**src/rtl/pc_seq_pkg.sv**
```systemverilog
// Shared branch-type and sequencer-state encodings for the PC sequencer slice.
package pc_seq_pkg;

   typedef enum logic [2:0] {
      BR_NONE = 3'd0,
      BR_BEQ  = 3'd1,
      BR_BNE  = 3'd2,
      BR_JMP  = 3'd3,
      BR_CALL = 3'd4,
      BR_RET  = 3'd5
   } br_type_t;

   typedef enum logic [1:0] {
      S_IDLE,
      S_RUN,
      S_HALT
   } seq_state_t;

   // Codes 6 and 7 are reserved and behave as a plain increment.
   function automatic br_type_t decode_br(input logic [2:0] raw);
      case (raw)
         3'd1:    return BR_BEQ;
         3'd2:    return BR_BNE;
         3'd3:    return BR_JMP;
         3'd4:    return BR_CALL;
         3'd5:    return BR_RET;
         default: return BR_NONE;
      endcase
   endfunction

endpackage

```
**src/rtl/pc_sequencer_ret_stack.sv**
```systemverilog
// LIFO return-address stack used by CALL/RET; overflow and underflow are
// refused here and reported upstream through full/empty.
module ret_stack #(
   parameter int D     = 12,
   parameter int DEPTH = 4
) (
   input  logic         clk,
   input  logic         reset,
   input  logic         push,
   input  logic         pop,
   input  logic [D-1:0] din,
   output logic [D-1:0] top,
   output logic         full,
   output logic         empty
);

   localparam int AW = $clog2(DEPTH);
   localparam int CW = AW + 1;

   logic [D-1:0]  r_mem [DEPTH];
   logic [CW-1:0] r_cnt;
   logic [AW-1:0] w_wr_idx;
   logic [AW-1:0] w_top_idx;

   // Index arithmetic wraps in AW bits, so a full stack still points at DEPTH-1.
   assign w_wr_idx  = r_cnt[AW-1:0];
   assign w_top_idx = w_wr_idx - 1'b1;
   assign full      = (r_cnt == CW'(DEPTH));
   assign empty     = (r_cnt == '0);
   assign top       = r_mem[w_top_idx];

   always_ff @(posedge clk or posedge reset) begin
      if (reset) begin
         r_cnt <= '0;
      end else if (push && !full) begin
         r_cnt <= r_cnt + 1'b1;
      end else if (pop && !empty) begin
         r_cnt <= r_cnt - 1'b1;
      end
   end

   always_ff @(posedge clk) begin
      if (push && !full) begin
         r_mem[w_wr_idx] <= din;
      end
   end

endmodule

```
**src/rtl/pc_sequencer.sv**
```systemverilog
// Program-counter sequencer: IDLE/RUN/HALT control with zero-latency PC strobes.
// Return stack for CALL/RET is built only when PC_SEQ_RET_STACK_EN is defined.
module pc_sequencer
   import pc_seq_pkg::*;
#(
   parameter int D     = 12,
   parameter int DEPTH = 4
) (
   input  logic         clk,
   input  logic         reset,
   input  logic         start,
   input  logic         stall,
   input  logic         halt_req,
   input  logic [2:0]   br_type,
   input  logic         zero_flag,
   input  logic [D-1:0] target_in,
   input  logic [D-1:0] prog_ctr,
   output logic         branch_en,
   output logic         reljump_en,
   output logic         absjump_en,
   output logic [D-1:0] target,
   output logic         done,
   output logic         err
);

   seq_state_t r_state;
   logic       r_done;
   br_type_t   w_br;
   logic       w_active;
   logic       w_stk_err;

   assign w_br     = decode_br(br_type);
   assign w_active = !reset && (r_state == S_RUN) && !stall && !halt_req;
   assign done     = r_done;

`ifdef PC_SEQ_RET_STACK_EN
   logic         r_err;
   logic         w_push;
   logic         w_pop;
   logic [D-1:0] w_top;
   logic         w_full;
   logic         w_empty;

   ret_stack #(
      .D     (D),
      .DEPTH (DEPTH)
   ) u_ret_stack (
      .clk   (clk),
      .reset (reset),
      .push  (w_push),
      .pop   (w_pop),
      .din   (prog_ctr + D'(1)),
      .top   (w_top),
      .full  (w_full),
      .empty (w_empty)
   );

   assign err = r_err;
`else
   logic w_unused_pc;

   assign w_unused_pc = ^prog_ctr;
   assign err         = 1'b0;
`endif

   // The PC has no enable, so "hold" is a relative jump by zero.
   always_comb begin
      branch_en  = 1'b1;
      reljump_en = 1'b1;
      absjump_en = 1'b0;
      target     = '0;
      w_stk_err  = 1'b0;
`ifdef PC_SEQ_RET_STACK_EN
      w_push     = 1'b0;
      w_pop      = 1'b0;
`endif
      if (w_active) begin
         case (w_br)
            BR_BEQ, BR_BNE: begin
               if ((w_br == BR_BEQ) == zero_flag) begin
                  target = target_in;
               end else begin
                  branch_en  = 1'b0;
                  reljump_en = 1'b0;
               end
            end
            BR_JMP: begin
               reljump_en = 1'b0;
               absjump_en = 1'b1;
               target     = target_in;
            end
`ifdef PC_SEQ_RET_STACK_EN
            BR_CALL: begin
               if (w_full) begin
                  w_stk_err = 1'b1;
               end else begin
                  reljump_en = 1'b0;
                  absjump_en = 1'b1;
                  target     = target_in;
                  w_push     = 1'b1;
               end
            end
            BR_RET: begin
               if (w_empty) begin
                  w_stk_err = 1'b1;
               end else begin
                  reljump_en = 1'b0;
                  absjump_en = 1'b1;
                  target     = w_top;
                  w_pop      = 1'b1;
               end
            end
`else
            BR_CALL: begin
               reljump_en = 1'b0;
               absjump_en = 1'b1;
               target     = target_in;
            end
`endif
            default: begin
               branch_en  = 1'b0;
               reljump_en = 1'b0;
            end
         endcase
      end
   end

   always_ff @(posedge clk or posedge reset) begin
      if (reset) begin
         r_state <= S_IDLE;
         r_done  <= 1'b0;
`ifdef PC_SEQ_RET_STACK_EN
         r_err   <= 1'b0;
`endif
      end else begin
         case (r_state)
            S_IDLE: begin
               if (start) begin
                  r_state <= S_RUN;
               end
            end
            S_RUN: begin
               if (w_stk_err || (!stall && halt_req)) begin
                  r_state <= S_HALT;
                  r_done  <= 1'b1;
               end
`ifdef PC_SEQ_RET_STACK_EN
               if (w_stk_err) begin
                  r_err <= 1'b1;
               end
`endif
            end
            S_HALT: begin
               r_state <= S_HALT;
            end
            default: begin
               r_state <= S_IDLE;
            end
         endcase
      end
   end

endmodule

```
**config.mk**
```make
export PLATFORM = sky130hd
export DESIGN_NAME = pc_sequencer
export DESIGN_NICKNAME = d
export VERILOG_FILES = /design/src/rtl/pc_seq_pkg.sv /design/src/rtl/pc_sequencer_ret_stack.sv /design/src/rtl/pc_sequencer.sv
export SDC_FILE = /design/constraint.sdc
export NUM_CORES = 1
export LEC_CHECK = 0
export CAP_MARGIN = 20
export CORE_ASPECT_RATIO = 1.1
export CORE_UTILIZATION = 25
export DETAILED_ROUTE_END_ITERATION = 10
export PLACE_DENSITY = 0.72
export SLEW_MARGIN = 15
export SYNTH_ARGS = -nofsm -noshare
export SYNTH_HDL_FRONTEND = slang
export SYNTH_HIERARCHICAL = 1
export SYNTH_SLANG_ARGS = --single-unit
```
**constraint.sdc**
```tcl
create_clock -name clk -period 2.34 [get_ports clk]
set_clock_uncertainty 0.1 [all_clocks]
set_input_delay 0.351 -clock clk [delete_from_list [all_inputs] [get_ports clk]]
set_output_delay 0.351 -clock clk [all_outputs]
set_load 0.005 [all_outputs]
```
Word-level counts from Yosys, hierarchy flattened
Cells that the tools add are included.
{ "totals": {"register_bits": 3, "input_bits": 33, "output_inout_bits": 17, "elab_cells": 42} }
{ "classes": {"eq_ne": 14, "n_mux": 14, "reduce_logical": 12} }
{ "ops": {"columns": ["operator", "count"], "rows": [
  ["$mux 12", 2],
  ["$pmux 12 s2", 1],
  ["$pmux 3 s5", 1],
  ["$eq 3x2->1 const B", 4],
  ["$eq 3x3->1 const B", 3],
  ["$eq 3x1->1 const B", 2],
  ["$mux 1", 6],
  ["$pmux 2 s3", 1],
  ["$logic_and 1x1->1", 4],
  ["$mux 2", 2],
  ["$reduce_and 2->1", 2],
  ["$reduce_or 2->1", 2],
  ["$logic_not 1->1", 3],
  ["$eq 2x1->1 const B", 1],
  ["$eq 2x2->1 const B", 1],
  ["$logic_not 2->1", 1],
  ["$ne 2x1->1 const B", 1],
  ["$ne 2x2->1 const B", 1],
  ["$pmux 1 s2", 1],
  ["$eq 1x1->1", 1]
]} }

Logic depth before layout (Yosys ltp)
Gate-level depths: netlist of run 1.
{ "depth": {"depth_word": 7, "ltp_mapped": 7, "ltp_nobuf": 6} }

Worst setup path before layout of run 1
OpenSTA, ideal clock, no wires.
{ "synth_path": {"path_type": "in2out", "from": "input br_type[1]", "to": "output target[10]", "arrival_ps": 1583, "t_required_ps": 1889, "path_slack_ps": 306, "stages": 7, "n_path_buf": 1, "path_cell_list": "inv_1 > ha_1 > maj3_2 > a21oi_2 > nand3_2 > buf_6 > a21oi_1"} }
{ "synth_via": {"elab_chain_cells": 7, "word_cells_on_any_way": 16, "cone_classes": "eq/ne (10); mux (4); reduce/logical (2)"} }
{ "synth_lines": {"columns": ["item", "line", "source"], "rows": [
  ["from (decl)", "pc_sequencer.sv:14", "input logic [2:0] br_type,"],
  ["$eq 3x3->1, or another cell as far along", "pc_seq_pkg.sv:21", "case (raw)"],
  ["$pmux 3 s5 *", "pc_seq_pkg.sv:21", null],
  ["$eq 3x1->1", "pc_sequencer.sv:78, pc_sequencer.sv:80", null],
  ["$eq 1x1->1", "pc_sequencer.sv:80", "if ((w_br == BR_BEQ) == zero_flag) begin"],
  ["$mux 12", "pc_sequencer.sv:80", null],
  ["$pmux 12 s2 *", "pc_sequencer.sv:78", "case (w_br)"],
  ["$mux 12 *", "pc_sequencer.sv:77", "if (w_active) begin"],
  ["to (decl)", "pc_sequencer.sv:21", "output logic [D-1:0] target,"]
]} }
Every way passes the cells marked *; elsewhere a longest branch is shown, timed or not.

Worst setup path after layout of run 1
{ "layout_path": {"from": "input br_type[1]", "to": "output absjump_en"} }
{ "layout_via": {"elab_chain_cells": 6, "word_cells_on_any_way": 11, "cone_classes": "eq/ne (7); mux (3); reduce/logical (1)"} }
{ "layout_lines": {"columns": ["item", "line", "source"], "rows": [
  ["$eq 3x3->1, or another cell as far along", "pc_seq_pkg.sv:21", null],
  ["$pmux 3 s5 *", "pc_seq_pkg.sv:21", null],
  ["$eq 3x3->1 or $eq 3x2->1 (tied branches)", "pc_sequencer.sv:78", null],
  ["$reduce_or 2->1 (no line) *", null, null],
  ["$mux 1 *", "pc_sequencer.sv:78", null],
  ["$mux 1 *", "pc_sequencer.sv:77", null],
  ["to (decl)", "pc_sequencer.sv:20", "output logic absjump_en,"]
]} }
Marks and branches as above.

==> flow_summary.ini, run 1 <==
[run_status]
status = finished, final reports clean

[cts]
cts-root-buf = clkbuf_4
cts_tree = built
clk_path_buf_depth = 2
hold_buffers = 0
htree_levels = 1
clkTransAtPathRegs_ns = 0.04
clock_latency_ns = 0.23
cts_made_buffers = 3
cts.sinks = 3

[yosys]
yosys.cell_types.count = 23
ys_seq_elements = 3
avgSynthCellArea_sq_um = 7.03
synth-seq-area-share_pct = 16.2
synthCells = 66
synth_area_sq_um = 464
synth-warning-count = 6
synth_nets = 103

[global_routing]
antenna_found_initial = 0
grt_pass1_wl_um = 3290
grt_pass1_vias = 706
grt_usage_pct = 21.7
grt_overflow = 0
grt_start_max_net_pins = 10

[critical_path]
end_kind = primary output
path_class = primary input to primary output
r2r-end = r_state[1]
crit_fanout = 6
ff2ff_path_depth = 5
cp_data_arrival_time_ns = 1.88
rrSetupSlack_ns = 0.85
critPathLaunchType = primary input
cpMaxStageDelayCell = maj3_2
crit_chain = buf_8 > inv_4 > ha_4 > maj3_2 > nor3_4 > a21oi_4 > buf_6 > and2b_1 > buf_2
max_stage_delay_ns = 0.35
r2r_start = r_state[1]
worstPathRequired_ns = 1.89

[sta]
finalCritPeriodShare_pct = 99.8
setup_ws_ns = 0.00503
setup_viol = 0
rsz0062_at_grt = yes
clock.fmax_mhz = 428
slew_headroom_pct = 67.0
tns_ns = 0
holdWs_ns = 0.291
hold_violations = 0
fin_crit_ns = 2.33
maxSlewViolCount = 0
max_slew.worst_pin.slew_ns = 0.492

[final_layout]
drive_gt1_share_pct = 53.9
final_common_cell = clkdlybuf4s50_1
nets = 166
antenna_cells = 0
syn2layout_area_growth_pct = 146
fillers = 133
fin_cells = 145
layout_common_cells = 18 x clkdlybuf4s50_1, 14 x nand2_1, 14 x buf_4

[floorplan]
fp.dieH_um = 47.2
dieArea_sq_mm = 0.00203
io_pins = 50
start_util_pct = 28.1
num_rows = 15
core_sq_mm = 0.00165
die_x_um = 43.1

[flow_run]
drv_cap = 0

[power]
powerDensity_mw_per_mm2 = 395
totalPowerFinal_mw = 0.451
ir_drop_mv = 0.394
p_leak_nw = 0.493

[routing]
wl_um = 2010
drc = 0
vias = 698
drtPass1Iterations = 4
drtIter0Drc = 11
antenna_left = 0
drt-vias-per-instance = 4.81
wl_per_cell_um = 13.9

[place]
gp_congestion = 0.817
place_inst = 123
hpwl_um = 1100
place_ws_ns = -0.815
portBuffers = 36

[min_path]
hold_path_class = primary input to asynchronous set/reset pin
-- synthesized netlist by cell type, drive strengths merged --
cell	n	area (sq um)
a211o	1	10.0
a21oi	16	87.6
a31o	1	8.76
a31oi	1	6.26
and2b	1	7.51
buf	3	30.0
clkbuf	1	3.75
conb	1	3.75
dfrtp	3	75.1
ha	4	50.1
inv	8	30.0
maj3	1	11.3
mux2	1	11.3
mux2i	1	10.0
nand2	15	56.3
nand3	2	15.0
nor2	1	3.75
nor3	1	5.00
nor4b	1	23.8
o21ai	3	15.0
-- flip-flops by register name, indices dropped and copies added, names as in the netlist --
| register | flops |
|---|---|
| done | 1 |
| r_state | 2 |
-- how the worst max path moves through the flow --
stage | startpoint | cells after the start | to
floorplan | br_type[1] | 7 | target[10]
global placement | br_type[1] | 8 | target[10]
detailed placement | br_type[1] | 8 | target[1]
CTS | br_type[0] | 7 | target[4]
global route | br_type[1] | 9 | absjump_en
finish | br_type[1] | 9 | absjump_en
-- cells by family (layout without fill, tap and decap cells) --
| logic type | count (synthesis) | count (layout) | share of synthesized area (%) |
|---|---|---|---|
| compound gates | 22 | 23 | 27.5 |
| fa+ha+maj | 5 | 5 | 13.2 |
| buf+inv | 12 | 72 | 13.7 |
| flops | 3 | 3 | 16.2 |
| mux | 2 | 2 | 4.58 |
| other cells | 1 | 1 | 0.808 |
| simple gates | 21 | 22 | 24.0 |
-- layer usage --
metal  vias up  global-route usage (%)  wire [um]  share of wire [%]
li1        351                       -          -                  -
met1       311                    22.8        769                 38
met2        32                    42.1       1070                 53
met3         4                    4.23        127                6.3
met4         0                    10.3         48                2.4
met5         -                       0          0                  0
-- report_power, final --
part / switching, mW / internal [mW]
sequential: 0.0136 / 0.0782
clock: 0.0243 / 0.0638
combinational: 0.117 / 0.154
-- stage by stage --
stage	util (%)	instance area (sq um)
2_1_floorplan	-	464
3_3_place_gp	52.8	872
3_5_place_dp	52.8	872
4_1_cts	69.5	1150
5_1_grt	69.2	1140
6_report	69.2	1140
-- layout make-up --
cell class,instances,area [sq um],share of cell area [%]
clock buffer,4,26.3,2.30
inverter,8,32.5,2.85
multi-input combinational,53,469,41.1
sequential,3,75.1,6.57
tap,17,21.3,1.86
timing repair buffer,60,518,45.3
-- worst max-delay path: cells and delay by family --
kind / cells / cell delay [ns]
buf+inv: 4 / 0.40
compound gates: 1 / 0.11
fa+ha+maj: 2 / 0.54
simple gates: 2 / 0.47
-- timing repair --
| action | in CTS | in global routing |
|---|---|---|
| buffers inserted | 17 | 1 |
| gates resized for setup | 78 | 19 |
| gates cloned | 2 | 0 |
| setup endpoints to repair | 15 | 15 |
| pin swaps | 17 | 9 |
Power figures use the tool's default switching activity.
==> run 2: changes to the inputs <==
Settings changed: CELL_PAD_IN_SITES_DETAIL_PLACEMENT set to 0, CELL_PAD_IN_SITES_GLOBAL_PLACEMENT set to 1, CORE_UTILIZATION 25 to 17, PLACE_DENSITY 0.72 to 0.78.
==> flow_summary.ini, run 2 (synthesis gave the netlist of run 1 again) <==
[power]
comb_power_share_pct = 60.2
p_leak_nw = 0.494
p_seq_share_pct = 20.4
p_int_mw = 0.300
powerDensity_mw_per_mm2 = 392
ir_drop_mv = 0.426
p_sw_mw = 0.150
p_sw_share_pct = 33.4
p_clk_share_pct = 19.3

[floorplan]
fp.dieH_um = 56.8
dieArea_sq_mm = 0.00294
io_pins = 50
core_sq_mm = 0.00254
start_util_pct = 18.2
die_x_um = 51.8
num_rows = 19

[final_layout]
final_common_cell = clkdlybuf4s50_1
multi_input_area_sq_um = 452
largest_register = r_state
syn2layout_area_growth_pct = 147
fin_cells = 156
fillers = 246
fin_util_pct = 45.1
largest_reg_flops = 2
layout_common_cells = 18 x clkdlybuf4s50_1, 15 x nand2_1, 15 x buf_2, 15 x buf_6, 12 x a21oi_2
antenna_cells = 0
drive_gt1_share_pct = 54.4
nets = 163
regArea_sq_um = 75.1

[sta]
setup_viol = 0
maxSlewViolCount = 0
finalCritPeriodShare_pct = 98.1
clock.fmax_mhz = 436
fin_crit_ns = 2.29
rsz0062_at_grt = yes
hold_violations = 0

[min_path]
hold_path_class = primary input to asynchronous set/reset pin

[run_status]
status = finished, final reports clean

[critical_path]
crit_fanout = 5
path_class = primary input to primary output
worstPathRequired_ns = 1.89
end_kind = primary output
cp_data_arrival_time_ns = 1.84
critPathLaunchType = primary input

[routing]
vias = 688
wl_per_cell_um = 11.8
drt-vias-per-instance = 4.41
drtPass1Iterations = 4
antenna_left = 0
wl_um = 1840
drc = 0
drtIter0Drc = 9

[place]
portBuffers = 36
gp_congestion = 0.800
place_inst = 135
hpwl_um = 1050

[flow_run]
drv_cap = 0

[cts]
htree_levels = 1
cts-root-buf = clkbuf_4
clk_path_buf_depth = 2
cts.sinks = 3
cts_tree = built
clkTransAtPathRegs_ns = 0.03
clock_latency_ns = 0.23
cts_made_buffers = 3

[global_routing]
grt_usage_pct = 13.1
grt_start_max_net_pins = 16
grt_pass1_vias = 712
antenna_found_initial = 0
grt_overflow = 0
grt_pass1_wl_um = 2950
[run 2: path summary, 6_finish.rpt]
path	to	cells past startpoint	from	slack (ns)
worst max register to register	r_state[1]	5	r_state[1]	0.87
max in group asynchronous	r_state[1]	2	reset	1.73
min in group clk	done	1	done	0.37
worst min register to register	done	1	done	0.37
worst max-delay path	target[2]	10	br_type[1]	0.05
worst min-delay path	done	2	reset	0.28
[run 2: routing by layer]
| layer | up-vias | part of all wire (%) | global-route usage [%] | routed length, um |
|---|---|---|---|---|
| met4 | 0 | 1.3 | 5.41 | 24 |
| li1 | 342 | - | - | - |
| met5 | - | 0 | 0 | 0 |
| met3 | 4 | 7.1 | 4.34 | 131 |
| met2 | 34 | 53 | 26.2 | 976 |
| met1 | 308 | 38 | 11.1 | 706 |
[run 2: power groups by stage]
stage / logic, mW / clock network [mW] / registers [mW]
after floorplan: 0.112 / 0 / 0.0912
after global placement: 0.195 / 0 / 0.0915
after detailed placement: 0.202 / 0 / 0.0929
after CTS: 0.263 / 0.0905 / 0.0924
after global routing: 0.296 / 0.0951 / 0.0947
final: 0.271 / 0.0869 / 0.0920
[run 2: timing repair]
item / 4_1_cts / 5_1_grt
endpoints found under the hold margin: 0 / 0
gates resized for setup: 93 / 14
pin swaps: 17 / 8
hold buffers: 0 / 0
setup buffers: 16 / 1
setup endpoints to repair: 15 / 15
gates cloned: 1 / 0
[run 2: through the flow]
step	setup TNS, ns	setup slack [ns]	power [mW]	cell area, sq um	hold WS, ns
floorplan	0	0.306	0.203	464	0.00464
global placement	-10.68	-0.750	0.286	887	0.358
detailed placement	-11.00	-0.772	0.295	887	0.370
CTS	-0.000106	-0.000106	0.446	1120	0.281
global route	-0.0690	-0.0428	0.486	1150	0.305
finish	0	0.0450	0.450	1150	0.282
[run 2: worst max-delay path, cell delays in order]
cell and delay [ns]:
buf_8 0.10, inv_4 0.05, ha_4 0.19, maj3_2 0.35, nor3_4 0.23, a21oi_4 0.08, buf_6 0.16, buf_6 0.11
a21oi_2 0.10, buf_2 0.12
[run 2: final cells by class]
cell class / instances / area share, %
Clock buffer: 4 / 2.29
Inverter: 8 / 2.84
Multi-Input combinational cell: 52 / 39.4
Sequential cell: 3 / 6.55
Tap cell: 31 / 3.38
Timing Repair Buffer: 58 / 45.5
==> run 3: changes to the inputs <==
Settings changed: CORE_ASPECT_RATIO 1.1 to 0.7.
Clock period 2.34 ns to 2.6 ns, I/O delays scaled along.
==> flow_summary.ini, run 3 (synthesis gave the netlist of run 1 again) <==
[run_status]
status = finished, final reports clean

[critical_path]
worstPathRequired_ns = 2.11
ff2ff_path_depth = 5
rrSetupSlack_ns = 1.15
cp.buffers_inverters = 3
cp_data_arrival_time_ns = 2.01
cp.depth = 8
critPathLaunchType = primary input
crit_chain = clkbuf_2 > ha_4 > maj3_2 > nor3_4 > a21oi_4 > buf_4 > a21oi_2 > dlygate4sd2_1
end_kind = primary output
endpoint = target[8]
crit_start = br_type[2]
path_class = primary input to primary output
cpMaxStageDelayCell = maj3_2
r2r_start = r_state[1]
critPathTopFamily = adder cells
r2r-end = r_state[1]
max_stage_delay_ns = 0.36
crit_fanout = 4

[routing]
wl_per_cell_um = 10.9
drc = 0
drtPass1Iterations = 4
vias = 670
drtIter0Drc = 18
drt-vias-per-instance = 4.27
antenna_left = 0
wl_um = 1720

[floorplan]
dieArea_sq_mm = 0.00295
die_x_um = 64.5
core_sq_mm = 0.00251
start_util_pct = 18.5
fp.dieH_um = 45.7
io_pins = 50
num_rows = 15

[global_routing]
grt_start_max_net_pins = 16
grt_pass1_vias = 674
grt_usage_pct = 13.0
grt_pass1_wl_um = 2860
antenna_found_initial = 0
grt_overflow = 0

[final_layout]
layout_common_cells = 19 x clkdlybuf4s50_1, 15 x nand2_1, 15 x buf_4
largest_reg_flops = 2
drive_gt1_share_pct = 41.5
antenna_cells = 0
fin_cells = 157
largest_register = r_state
nets = 161
fillers = 270
syn2layout_area_growth_pct = 146
final_common_cell = clkdlybuf4s50_1
stdcell_area_sq_mm = 0.00114

[power]
powerDensity_mw_per_mm2 = 388
p_leak_nw = 0.476
ir_drop_mv = 0.448

[cts]
htree_levels = 1
clock_latency_ns = 0.21
clk_path_buf_depth = 2
cts_tree = built
clkTransAtPathRegs_ns = 0.03
cts.sinks = 3
cts-root-buf = clkbuf_8
cts_made_buffers = 3

[sta]
finalCritPeriodShare_pct = 96.0
setup_ws_ns = 0.105
clock.fmax_mhz = 401
hold_violations = 0
rsz0062_at_grt = no
fin_crit_ns = 2.50
setup_viol = 0
maxSlewViolCount = 0

[place]
gp_congestion = 0.696
hpwl_um = 1090
place_inst = 136
place_area_sq_um = 876
portBuffers = 36
place_ws_ns = -0.620

[min_path]
hold_path_class = primary input to asynchronous set/reset pin

[flow_run]
drv_cap = 0
==> run 3: metrics by stage <==
stage	hold WS (ns)	util [%]	setup TNS, ns	total power, mW
2_1_floorplan	0.0436	-	0	0.182
3_3_place_gp	0.373	34.8	-8.61	0.257
3_5_place_dp	0.380	34.8	-8.86	0.262
4_1_cts	0.332	45.4	0	0.448
5_1_grt	0.342	45.4	0	0.489
6_report	0.334	45.4	0	0.443
==> run 3: per-layer routing <==
metal	part of all wire, %	up-vias	global-route usage [%]
met2	51	13	24.4
met1	46	317	14.9
met3	2.0	2	1.50
li1	-	338	-
met5	0	-	0
met4	0.87	0	6.67
==> run 3: power by group <==
part | leakage, nW | internal [mW] | total, mW | switching [mW]
logic | 0.419 | 0.131 | 0.226 | 0.0954
registers | 0.0346 | 0.0704 | 0.0825 | 0.0121
clock network | 0.0228 | 0.105 | 0.135 | 0.0302
total | 0.476 | 0.305 | 0.443 | 0.138
==> run 3: area by class of cell <==
type	instances	area [sq um]	share of cell area [%]
Multi-Input combinational cell	53	449	39.3
Clock buffer	4	45.0	3.94
Timing Repair Buffer	55	500	43.8
Inverter	8	30.0	2.63
Tap cell	34	42.5	3.72
Sequential cell	3	75.1	6.57
==> run 3: how the worst min path moves through the flow <==
stage | slack [ns] | endpoint | start | depth (start not counted)
floorplan | 0.04 | done | reset | 1
global placement | 0.37 | done | done | 1
detailed placement | 0.38 | done | done | 1
CTS | 0.33 | r_state[1] | reset | 2
global route | 0.34 | done | reset | 2
finish | 0.33 | r_state[1] | reset | 2
==> run 3: timing repair <==
item,4_1_cts,5_1_grt
pin swaps,16,2
setup endpoints to repair,15,13
setup buffers,14,1
gates resized for setup,45,10
gates cloned,2,0
hold buffers,0,0
